`src/rtl/vm_return_timer_pkg.sv`:
```
// Shared definitions for the vending-machine return timer: default coin/item widths
// and the timer state encoding (IDLE=0, COUNTING=1, RETURN=2).
package vm_return_timer_pkg;

  localparam int kNumCoins = 3;
  localparam int kNumItems = 4;

  typedef enum logic [1:0] {
    kTimerIdle     = 2'd0,
    kTimerCounting = 2'd1,
    kTimerReturn   = 2'd2
  } timer_state_e;

endpackage

```
`src/rtl/reload_down_counter.sv`:
```
// Reloadable saturating down-counter with clear/load/decrement controls and a zero flag.
// Control priority: clear, then load, then decrement, otherwise hold.
module reload_down_counter #(
  parameter int CNT_W = 16
) (
  input  logic             clk,
  input  logic             reset_n,
  input  logic             i_clear,
  input  logic             i_load,
  input  logic [CNT_W-1:0] i_load_val,
  input  logic             i_dec,
  output logic [CNT_W-1:0] o_count,
  output logic             o_zero
);

  logic [CNT_W-1:0] count_q, count_d;

  always_comb begin
    count_d = count_q;
    if (i_clear) begin
      count_d = {CNT_W{1'b0}};
    end else if (i_load) begin
      count_d = i_load_val;
    end else if (i_dec && (count_q != {CNT_W{1'b0}})) begin
      count_d = count_q - CNT_W'(1);
    end else begin
      count_d = count_q;
    end
  end

  always_ff @(posedge clk or negedge reset_n) begin
    if (!reset_n) begin
      count_q <= {CNT_W{1'b0}};
    end else begin
      count_q <= count_d;
    end
  end

  assign o_count = count_q;
  assign o_zero  = (count_q == {CNT_W{1'b0}});

endmodule

```
`src/rtl/vm_return_timer.sv`:
```
// Inactivity timer: arms on a coin, reloads on activity, requests change return on expiry
// or manual trigger. Optional low-time warning output is built with VM_TIMER_WARN_EN.
module vm_return_timer
  import vm_return_timer_pkg::*;
#(
  parameter int N_COIN      = kNumCoins,
  parameter int N_ITEM      = kNumItems,
  parameter int CNT_W       = 16,
  parameter int WARN_CYCLES = 10
) (
  input  logic              clk,
  input  logic              reset_n,
  input  logic [N_COIN-1:0] i_input_coin,
  input  logic [N_ITEM-1:0] i_select_item,
  input  logic [N_ITEM-1:0] i_available_item,
  input  logic [CNT_W-1:0]  i_timeout,
  input  logic              i_balance_zero,
  input  logic              i_return_trig,
  input  logic              i_return_ack,
  output logic              o_return_req,
  output logic              o_expired,
  output logic [CNT_W-1:0]  o_wait_time,
  output logic [1:0]        o_state,
  output logic              o_warn
);

  timer_state_e     state_q, state_d;
  logic             coin, sel, act;
  logic             cnt_clear, cnt_load, cnt_dec, cnt_zero;
  logic [CNT_W-1:0] cnt;
  logic             return_req_q, return_req_d;
  logic             expired_q, expired_d;

  assign coin = |i_input_coin;
  assign sel  = |(i_select_item & i_available_item);
  assign act  = coin | sel;

  reload_down_counter #(.CNT_W(CNT_W)) u_counter (
    .clk        (clk),
    .reset_n    (reset_n),
    .i_clear    (cnt_clear),
    .i_load     (cnt_load),
    .i_load_val (i_timeout),
    .i_dec      (cnt_dec),
    .o_count    (cnt),
    .o_zero     (cnt_zero)
  );

  always_ff @(posedge clk or negedge reset_n) begin
    if (!reset_n) begin
      state_q <= kTimerIdle;
    end else begin
      state_q <= state_d;
    end
  end

  // Next state and counter controls; COUNTING branches are in priority order.
  always_comb begin
    state_d   = state_q;
    cnt_clear = 1'b0;
    cnt_load  = 1'b0;
    cnt_dec   = 1'b0;
    case (state_q)
      kTimerIdle: begin
        if (coin) begin
          state_d  = kTimerCounting;
          cnt_load = 1'b1;
        end else begin
          state_d = kTimerIdle;
        end
      end
      kTimerCounting: begin
        if (i_return_trig) begin
          state_d   = kTimerReturn;
          cnt_clear = 1'b1;
        end else if (act) begin
          cnt_load = 1'b1;
        end else if (i_balance_zero) begin
          state_d   = kTimerIdle;
          cnt_clear = 1'b1;
        end else if (cnt_zero) begin
          state_d = kTimerReturn;
        end else begin
          cnt_dec = 1'b1;
        end
      end
      kTimerReturn: begin
        cnt_clear = 1'b1;
        if (i_return_ack) begin
          state_d = kTimerIdle;
        end else begin
          state_d = kTimerReturn;
        end
      end
      default: begin
        state_d   = kTimerIdle;
        cnt_clear = 1'b1;
      end
    endcase
  end

  // Expiry is a COUNTING->RETURN transition not caused by the manual trigger.
  always_comb begin
    return_req_d = (state_d == kTimerReturn);
    expired_d    = (state_q == kTimerCounting) && (state_d == kTimerReturn) && !i_return_trig;
  end

  always_ff @(posedge clk or negedge reset_n) begin
    if (!reset_n) begin
      return_req_q <= 1'b0;
      expired_q    <= 1'b0;
    end else begin
      return_req_q <= return_req_d;
      expired_q    <= expired_d;
    end
  end

`ifdef VM_TIMER_WARN_EN
  logic warn_q, warn_d;

  // Predict the next counter value's threshold test so the flag moves with the counter.
  always_comb begin
    warn_d = 1'b0;
    if (state_d != kTimerCounting) begin
      warn_d = 1'b0;
    end else if (cnt_load) begin
      warn_d = (i_timeout <= CNT_W'(WARN_CYCLES));
    end else if (cnt_dec) begin
      warn_d = ({1'b0, cnt} <= (CNT_W+1)'(WARN_CYCLES + 1));
    end else begin
      warn_d = (cnt <= CNT_W'(WARN_CYCLES));
    end
  end

  always_ff @(posedge clk or negedge reset_n) begin
    if (!reset_n) begin
      warn_q <= 1'b0;
    end else begin
      warn_q <= warn_d;
    end
  end

  assign o_warn = warn_q;
`else
  assign o_warn = 1'b0;
`endif

  assign o_return_req = return_req_q;
  assign o_expired    = expired_q;
  assign o_wait_time  = cnt;
  assign o_state      = state_q;

endmodule

```
`config.mk`:
```
export PLATFORM = sky130hd
export DESIGN_NAME = vm_return_timer
export DESIGN_NICKNAME = d
export VERILOG_FILES = /design/src/rtl/vm_return_timer_pkg.sv /design/src/rtl/reload_down_counter.sv /design/src/rtl/vm_return_timer.sv
export SDC_FILE = /design/constraint.sdc
export NUM_CORES = 1
export LEC_CHECK = 0
export ABC_AREA = 1
export BUFFER_PORTS_ARGS = -buffer_cell sky130_fd_sc_hd__buf_2
export CORE_UTILIZATION = 50
export DETAILED_ROUTE_END_ITERATION = 6
export PLACE_DENSITY = 0.86
export SLEW_MARGIN = 15
export SYNTH_ARGS = -nofsm -noshare
export SYNTH_HDL_FRONTEND = slang
export SYNTH_SLANG_ARGS = --single-unit
```
`constraint.sdc`:
```
create_clock -name clk -period 1.65 [get_ports clk]
set_input_delay 0.2475 -clock clk [delete_from_list [all_inputs] [get_ports clk]]
set_output_delay 0.2475 -clock clk [all_outputs]
set_load 0.01 [all_outputs]
```
# [Yosys cells after proc, flatten, opt, wreduce, memory -nomap -nowiden]
# Index checks and enable logic that the tools add are counted.
[word_totals] inputBits=32 wordCells=43 register_bits=20 output_inout_bits=21
[classes] n_reduce_logical=10 addsub=1 n_mux=23 eq_ne=3 bitwise_logic=2
[op_table] operator="2-to-1 mux 16 bit" n=3
[op_table] operator="logical NOT 16 bit" n=1
[op_table] operator="nonzero test 16 bit" n=1
[op_table] operator="subtractor 16 x 1 -> 16 bit, second input constant" n=1
[op_table] operator="2-to-1 mux 1 bit" n=12
[op_table] operator="2-to-1 mux 2 bit" n=5
[op_table] operator="case mux 2 bit (3 select lines)" n=1
[op_table] operator="bitwise AND 4 bit" n=1
[op_table] operator="equality test 2 bit, second input constant" n=2
[op_table] operator="case mux 1 bit (2 select lines)" n=2
[op_table] operator="OR reduction 4 bit" n=1
[op_table] operator="logical AND 1 bit" n=3
[op_table] operator="nonzero test 3 bit" n=1
[op_table] operator="OR reduction 3 bit" n=1
[op_table] operator="equality test 2 x 1 -> 1 bit, second input constant" n=1
[op_table] operator="logical NOT 2 bit" n=1
[op_table] operator="logical NOT 1 bit" n=1
[op_table] operator="bitwise OR 1 bit" n=1

# [Longest topological paths before layout]
[logic_depth] word_depth=10 ltp_mapped=11 depth_no_buf=11

# [By module]
# Synthesis repeated with hierarchy kept, for this count alone.
[hier_totals] hier_cells=238 area_unflattened_um2=1506.4
[modules_own_cells] module="reload_down_counter" instances=1 area_each_um2=1227.4 cells_per_inst=197 seq_area_each_um2=400.4
[modules_own_cells] module="vm_return_timer" instances=1 area_each_um2=279.0 cells_per_inst=41 seq_area_each_um2=100.1

# [Worst setup path after synthesis]
# No wires, ideal clock.
[synth_path] path_type="reg2reg" from="reg u_counter.count_q[0], in the netlist u_counter.o_count[0]" to="reg u_counter.count_q[15], in the netlist u_counter.o_count[15]" period_less_slack_ps=1513 t_required_ps=1533 n_path_buf=1 setup_time_ps=117 t_arrival_ps=1395 slack_ps=137 stages_incl_launch_ff=11 cell_sequence="dfrtp_1 -> inv_1 -> ha_1 -> nand3b_1 -> nor2_1 -> and2_4 -> nor2_2 -> nor2_4 -> buf_6 -> nand3_1 -> nand2_1"
[synth_between] elab_chain_cells=8 word_cells_on_any_way=13 cone_classes="1 x add/sub; 8 x mux; 4 x reduce/logical"
[synth_lines] element="start: declaration" line="reload_down_counter.sv:16" text="logic [CNT_W-1:0] count_q, count_d;"
[synth_lines] element="start signal: assignment" line="reload_down_counter.sv:33" text="count_q <= {CNT_W{1'b0}};"
[synth_lines] element="start signal: assignment" line="reload_down_counter.sv:35" text="count_q <= count_d;"
[synth_lines] element="branches (longest 8 deep; another with subtractor 16 x 1 -> 16 bit)"
# Several ways; the timed one is not identified. The select of a mux whose other input is x is not followed.
# A chain may end at the register's enable or synchronous reset.

# [Worst setup path after layout]
[layout_path] from="reg u_counter.count_q[2], in the netlist u_counter.o_count[2]" to="reg u_counter.count_q[13], in the netlist u_counter.o_count[13]"
# Same word-level chain as after synthesis.

==> impl_table.tex <==
\begin{tabular}{lr}
\hline
Metric & Value \\
\hline
\multicolumn{2}{l}{\textbf{STA}} \\
\quad Final hold violation count & 0 \\
\quad Final setup violation count & 0 \\
\quad Worst Skew & 5.571 ps \\
\quad FMAX & 645.4 MHz \\
\quad TNS Setup & 0 ps \\
\quad Unrepaired setup endpoints after global routing & yes \\
\quad Fraction of the cycle the final worst path needs & approximately 94\% \\
\quad Final-report max-slew violation count & 0 \\
\quad Minimum clock period & 1549 ps \\
\multicolumn{2}{l}{\textbf{Synth}} \\
\quad Share of synthesized area spent on multiplexers & 0\% \\
\quad Simple-gate share of the synthesized area & between 40\% and 50\% \\
\quad Async SR Flop Fraction & 100.0\% \\
\quad Count of synthesis-stage warnings from yosys & 0 \\
\quad Adder-cell share of the synthesized area & around 1.7\% \\
\quad Post-Synthesis Cells & 223 \\
\quad Post-synthesis cell type count & 27 \\
\quad Commonest cells post-synth & sky130\_fd\_sc\_hd\_\_nand2\_1 (86), sky130\_fd\_sc\_hd\_\_nand3\_1 (28), sky130\_fd\_sc\_hd\_\_nor2\_1 (23) \\
\quad Combinational family with the most area after synthesis & simple AND/OR/NAND/NOR gates \\
\quad Cell with the most instances after synthesis & sky130\_fd\_sc\_hd\_\_nand2\_1 \\
\quad Syn avg cell area & 6.795 sq um \\
\quad Dominant cell type by area after synthesis & sky130\_fd\_sc\_hd\_\_dfrtp\_1 \\
\quad Fraction of the mapped netlist area in compound gates & $\sim$6.7\% \\
\quad Most used DFF post-synth & sky130\_fd\_sc\_hd\_\_dfrtp\_1 \\
\quad Top-area cell type share of the netlist area & between 30\% and 40\% \\
\quad Cell area after technology mapping & approximately 0.0015 sq mm \\
\quad Synthesized Nets & around 260 \\
\quad XOR/XNOR share of the synthesized area & $\sim$6.9\% \\
\quad Total of flip-flops plus latches after synthesis & 20 \\
\quad Share of the yosys chip area belonging to registers & roughly a third \\
\quad Post-synth EDFFs & 0 \\
\quad Top cells by area, synth & sky130\_fd\_sc\_hd\_\_dfrtp\_1 (33\%), sky130\_fd\_sc\_hd\_\_nand2\_1 (21\%), sky130\_fd\_sc\_hd\_\_nand3\_1 (9.2\%) \\
\multicolumn{2}{l}{\textbf{Layout}} \\
\quad Share of final-layout standard cells stronger than drive strength 1 & about a third \\
\quad Number of standard cells in the final layout excluding fillers & 318 \\
\quad Final net count & between 300 and 400 \\
\quad Fill count & $\sim$240 \\
\quad Signed area change from the synthesized netlist to the final layout & 29.31\% \\
\quad Fin area & $\sim$0.0020 sq mm \\
\quad Antenna diodes & 0 \\
\multicolumn{2}{l}{\textbf{Route}} \\
\quad Wirelength per Cell & around 12 microns \\
\quad DRC errors left & 6 \\
\quad Avg Vias per Cell & about 5.3 \\
\quad Initial DRT Pass Iterations & 6 \\
\quad Initial drt markers & 99 \\
\quad Residual antenna-violating net count after detailed routing & 0 \\
\quad Aggregate routed wire length & 3881 microns \\
\quad Total via count after detailed routing & $\sim$1700 \\
\multicolumn{2}{l}{\textbf{Worst setup path}} \\
\quad Critical Setup Path Class & flip-flop to flip-flop \\
\quad Maximum fanout encountered on the critical timing path & 6 \\
\quad Crit-path most repeated cell & sky130\_fd\_sc\_hd\_\_nand2\_1 \\
\quad Slowest cell on crit path & sky130\_fd\_sc\_hd\_\_dfrtp\_1 \\
\quad CP top delay family & simple AND/OR/NAND/NOR gates \\
\quad WP data arrival & between 1500 and 2000 ps \\
\quad Kind of start point of the critical path & flip-flop \\
\quad Peak per-stage delay on the critical path & between 400 and 500 ps \\
\quad Crit end category & flip-flop \\
\quad Critical path buffer and inverter count & 0 \\
\quad Worst path cell trace & nor2\_1 > nand2\_1 > nor2\_4 > nand3\_1 > xor2\_1 > nand2\_1 > nand3\_1 > nand2\_1 \\
\quad CP Data Required Time & 1870 ps \\
\multicolumn{2}{l}{\textbf{Placement}} \\
\quad RePlAce Congestion & $\sim$0.85 \\
\quad Port Buf Inserts & 51 \\
\quad Placed Instances & roughly 310 \\
\quad Instance area after placement & around 0.0019 sq mm \\
\quad Post-DP HPWL & around 2800 microns \\
\multicolumn{2}{l}{\textbf{CTS}} \\
\quad Clock latency of the later-clocked register in the worst-skew pair & roughly 310 ps \\
\quad H-tree levels & 1 \\
\quad Number of sinks handled by clock tree synthesis & 20 \\
\quad Clk buf depth & 2 \\
\quad CTS buffer count & 3 \\
\quad TritonCTS clock tree & yes \\
\quad CTS root buf & sky130\_fd\_sc\_hd\_\_clkbuf\_4 \\
\quad Clock-pin slew on the worst setup and hold paths & 120 ps \\
\multicolumn{2}{l}{\textbf{Floorplanning}} \\
\quad Number of standard-cell rows in the floorplan & 19 \\
\quad Boundary pin count & 53 \\
\quad Die boundary width & roughly 57 microns \\
\quad Core Footprint & approximately 0.0028 sq mm \\
\quad Die area & between 0.003 and 0.004 sq mm \\
\quad Chip Height & between 50 and 60 microns \\
\quad Starting Density & 54.01\% \\
\multicolumn{2}{l}{\textbf{Pwr}} \\
\quad Static Leak & 0.001113 uW \\
\quad Worst ir drop on vdd & 1255 uV \\
\quad Power Dens Cells & slightly below 2000 mW/mm\^{}2 \\
\multicolumn{2}{l}{\textbf{GRT}} \\
\quad Largest net degree at the start of global routing & 21 \\
\quad Total Routing Usage GR & about a quarter \\
\quad Grt total ovfl & 0 \\
\quad Wire length of the first global-routing pass & $\sim$6500 microns \\
\quad Vias in the first global route & approximately 1600 \\
\quad Number of antenna violations at the first check in global routing & 0 \\
\multicolumn{2}{l}{\textbf{Run status}} \\
\quad Result of the run & complete, but fails checks \\
\quad Violations in the final reports & design-rule violations \\
\multicolumn{2}{l}{\textbf{Hold path}} \\
\quad Path class of the lowest-slack min-delay path & primary input to flip-flop \\
\multicolumn{2}{l}{\textbf{Flow run}} \\
\quad Maxcap violations & 0 \\
\hline
\end{tabular}
stage by stage:
stage	utilization [%]	worst slack (ps)	total power, uW	hold slack [ps]
2_1_floorplan	-	137.4	2573	-48.09
3_3_place_gp	66.55	125.4	3284	223.9
3_5_place_dp	66.55	53.57	3352	229.4
4_1_cts	68.20	27.44	3668	223.8
5_1_grt	69.85	-40.98	4144	213.1
6_report	69.85	100.5	3825	215.7
cells by family after synthesis:
kind of cell               count (synthesis)
other                                      1
xor gates and xnor gates                  12
buffers and inverters                     22
and+or+nand+nor                          152
adders and majority gates                  2
DFF                                       20
AOI/OAI and AO/OA                         14
timing repair:
item | CTS | global route
endpoints found under the hold margin | 20 | 0
setup endpoints to repair | 0 | 17
resized for setup | 0 | 14
setup buffers | 0 | 1
hold buffers | 1 | 0
worst paths after layout:
kind | from | slack [ps] | depth (start not counted) | endpoint
hold reg to reg | u_counter.o_count[10]$_DFFE_PN0P_ | 590 | 2 | u_counter.o_count[10]$_DFFE_PN0P_
setup reg to reg | u_counter.o_count[2]$_DFFE_PN0P_ | 100 | 8 | u_counter.o_count[13]$_DFFE_PN0P_
max in group asynchronous | reset_n | 910 | 2 | o_state[1]$_DFF_PN0_
min in group asynchronous | reset_n | 400 | 2 | u_counter.o_count[14]$_DFFE_PN0P_
hold / removal | i_timeout[10] | 220 | 5 | u_counter.o_count[10]$_DFFE_PN0P_
setup / recovery | u_counter.o_count[2]$_DFFE_PN0P_ | 100 | 8 | u_counter.o_count[13]$_DFFE_PN0P_
power breakdown:
| group | internal [uW] | leakage (uW) | total (uW) | switching, uW |
|---|---|---|---|---|
| combinational | 1090 | 0.000834 | 2630 | 1540 |
| sequential | 687 | 0.000258 | 894 | 208 |
| clock | 135 | 0.0000210 | 300 | 165 |
flip-flops by register name (all words and copies together) (netlist names):
signal	cells
o_state	2
u_counter.o_count	16
o_return_req	1
o_expired	1
worst reg2reg max path, delay by kind of cell (launching register included):
| family | cells | cell delay, ps |
|---|---|---|
| xor gates and xnor gates | 1 | 160 |
| DFF | 1 | 460 |
| and+or+nand+nor | 7 | 840 |
area by class of cell:
type	count	area (sq um)	share of cell area (%)
sequential	20	501.7	25.61
tap	31	38.79	1.980
inverter	15	56.30	2.874
clock buffer	4	36.28	1.852
multi-input combinational	181	928.4	47.38
timing repair buffer	67	397.9	20.31
cells in the final DEF, fill, tap and decap left out, drive strengths merged:
cell type / instances
nand2: 89
buf: 66
nand3: 29
nor2: 29
dfrtp: 20
inv: 15
o21ai: 11
xor2: 8
xnor2: 4
clkbuf: 4
nand3b: 2
ha: 2
nor3: 2
a21boi: 2
and2: 1
a21oi: 1
conb: 1
dlygate4sd3: 1
layer usage:
| metal | vias up | share of wire [%] | track usage (%) |
|---|---|---|---|
| met5 | - | 0 | 0 |
| met4 | 0 | 1.6 | 9.059 |
| met3 | 11 | 6.7 | 4.989 |
| met2 | 74 | 50 | 45.21 |
| met1 | 757 | 42 | 30.16 |
| li1 | 831 | - | - |
Power figures use the tool's default switching activity.
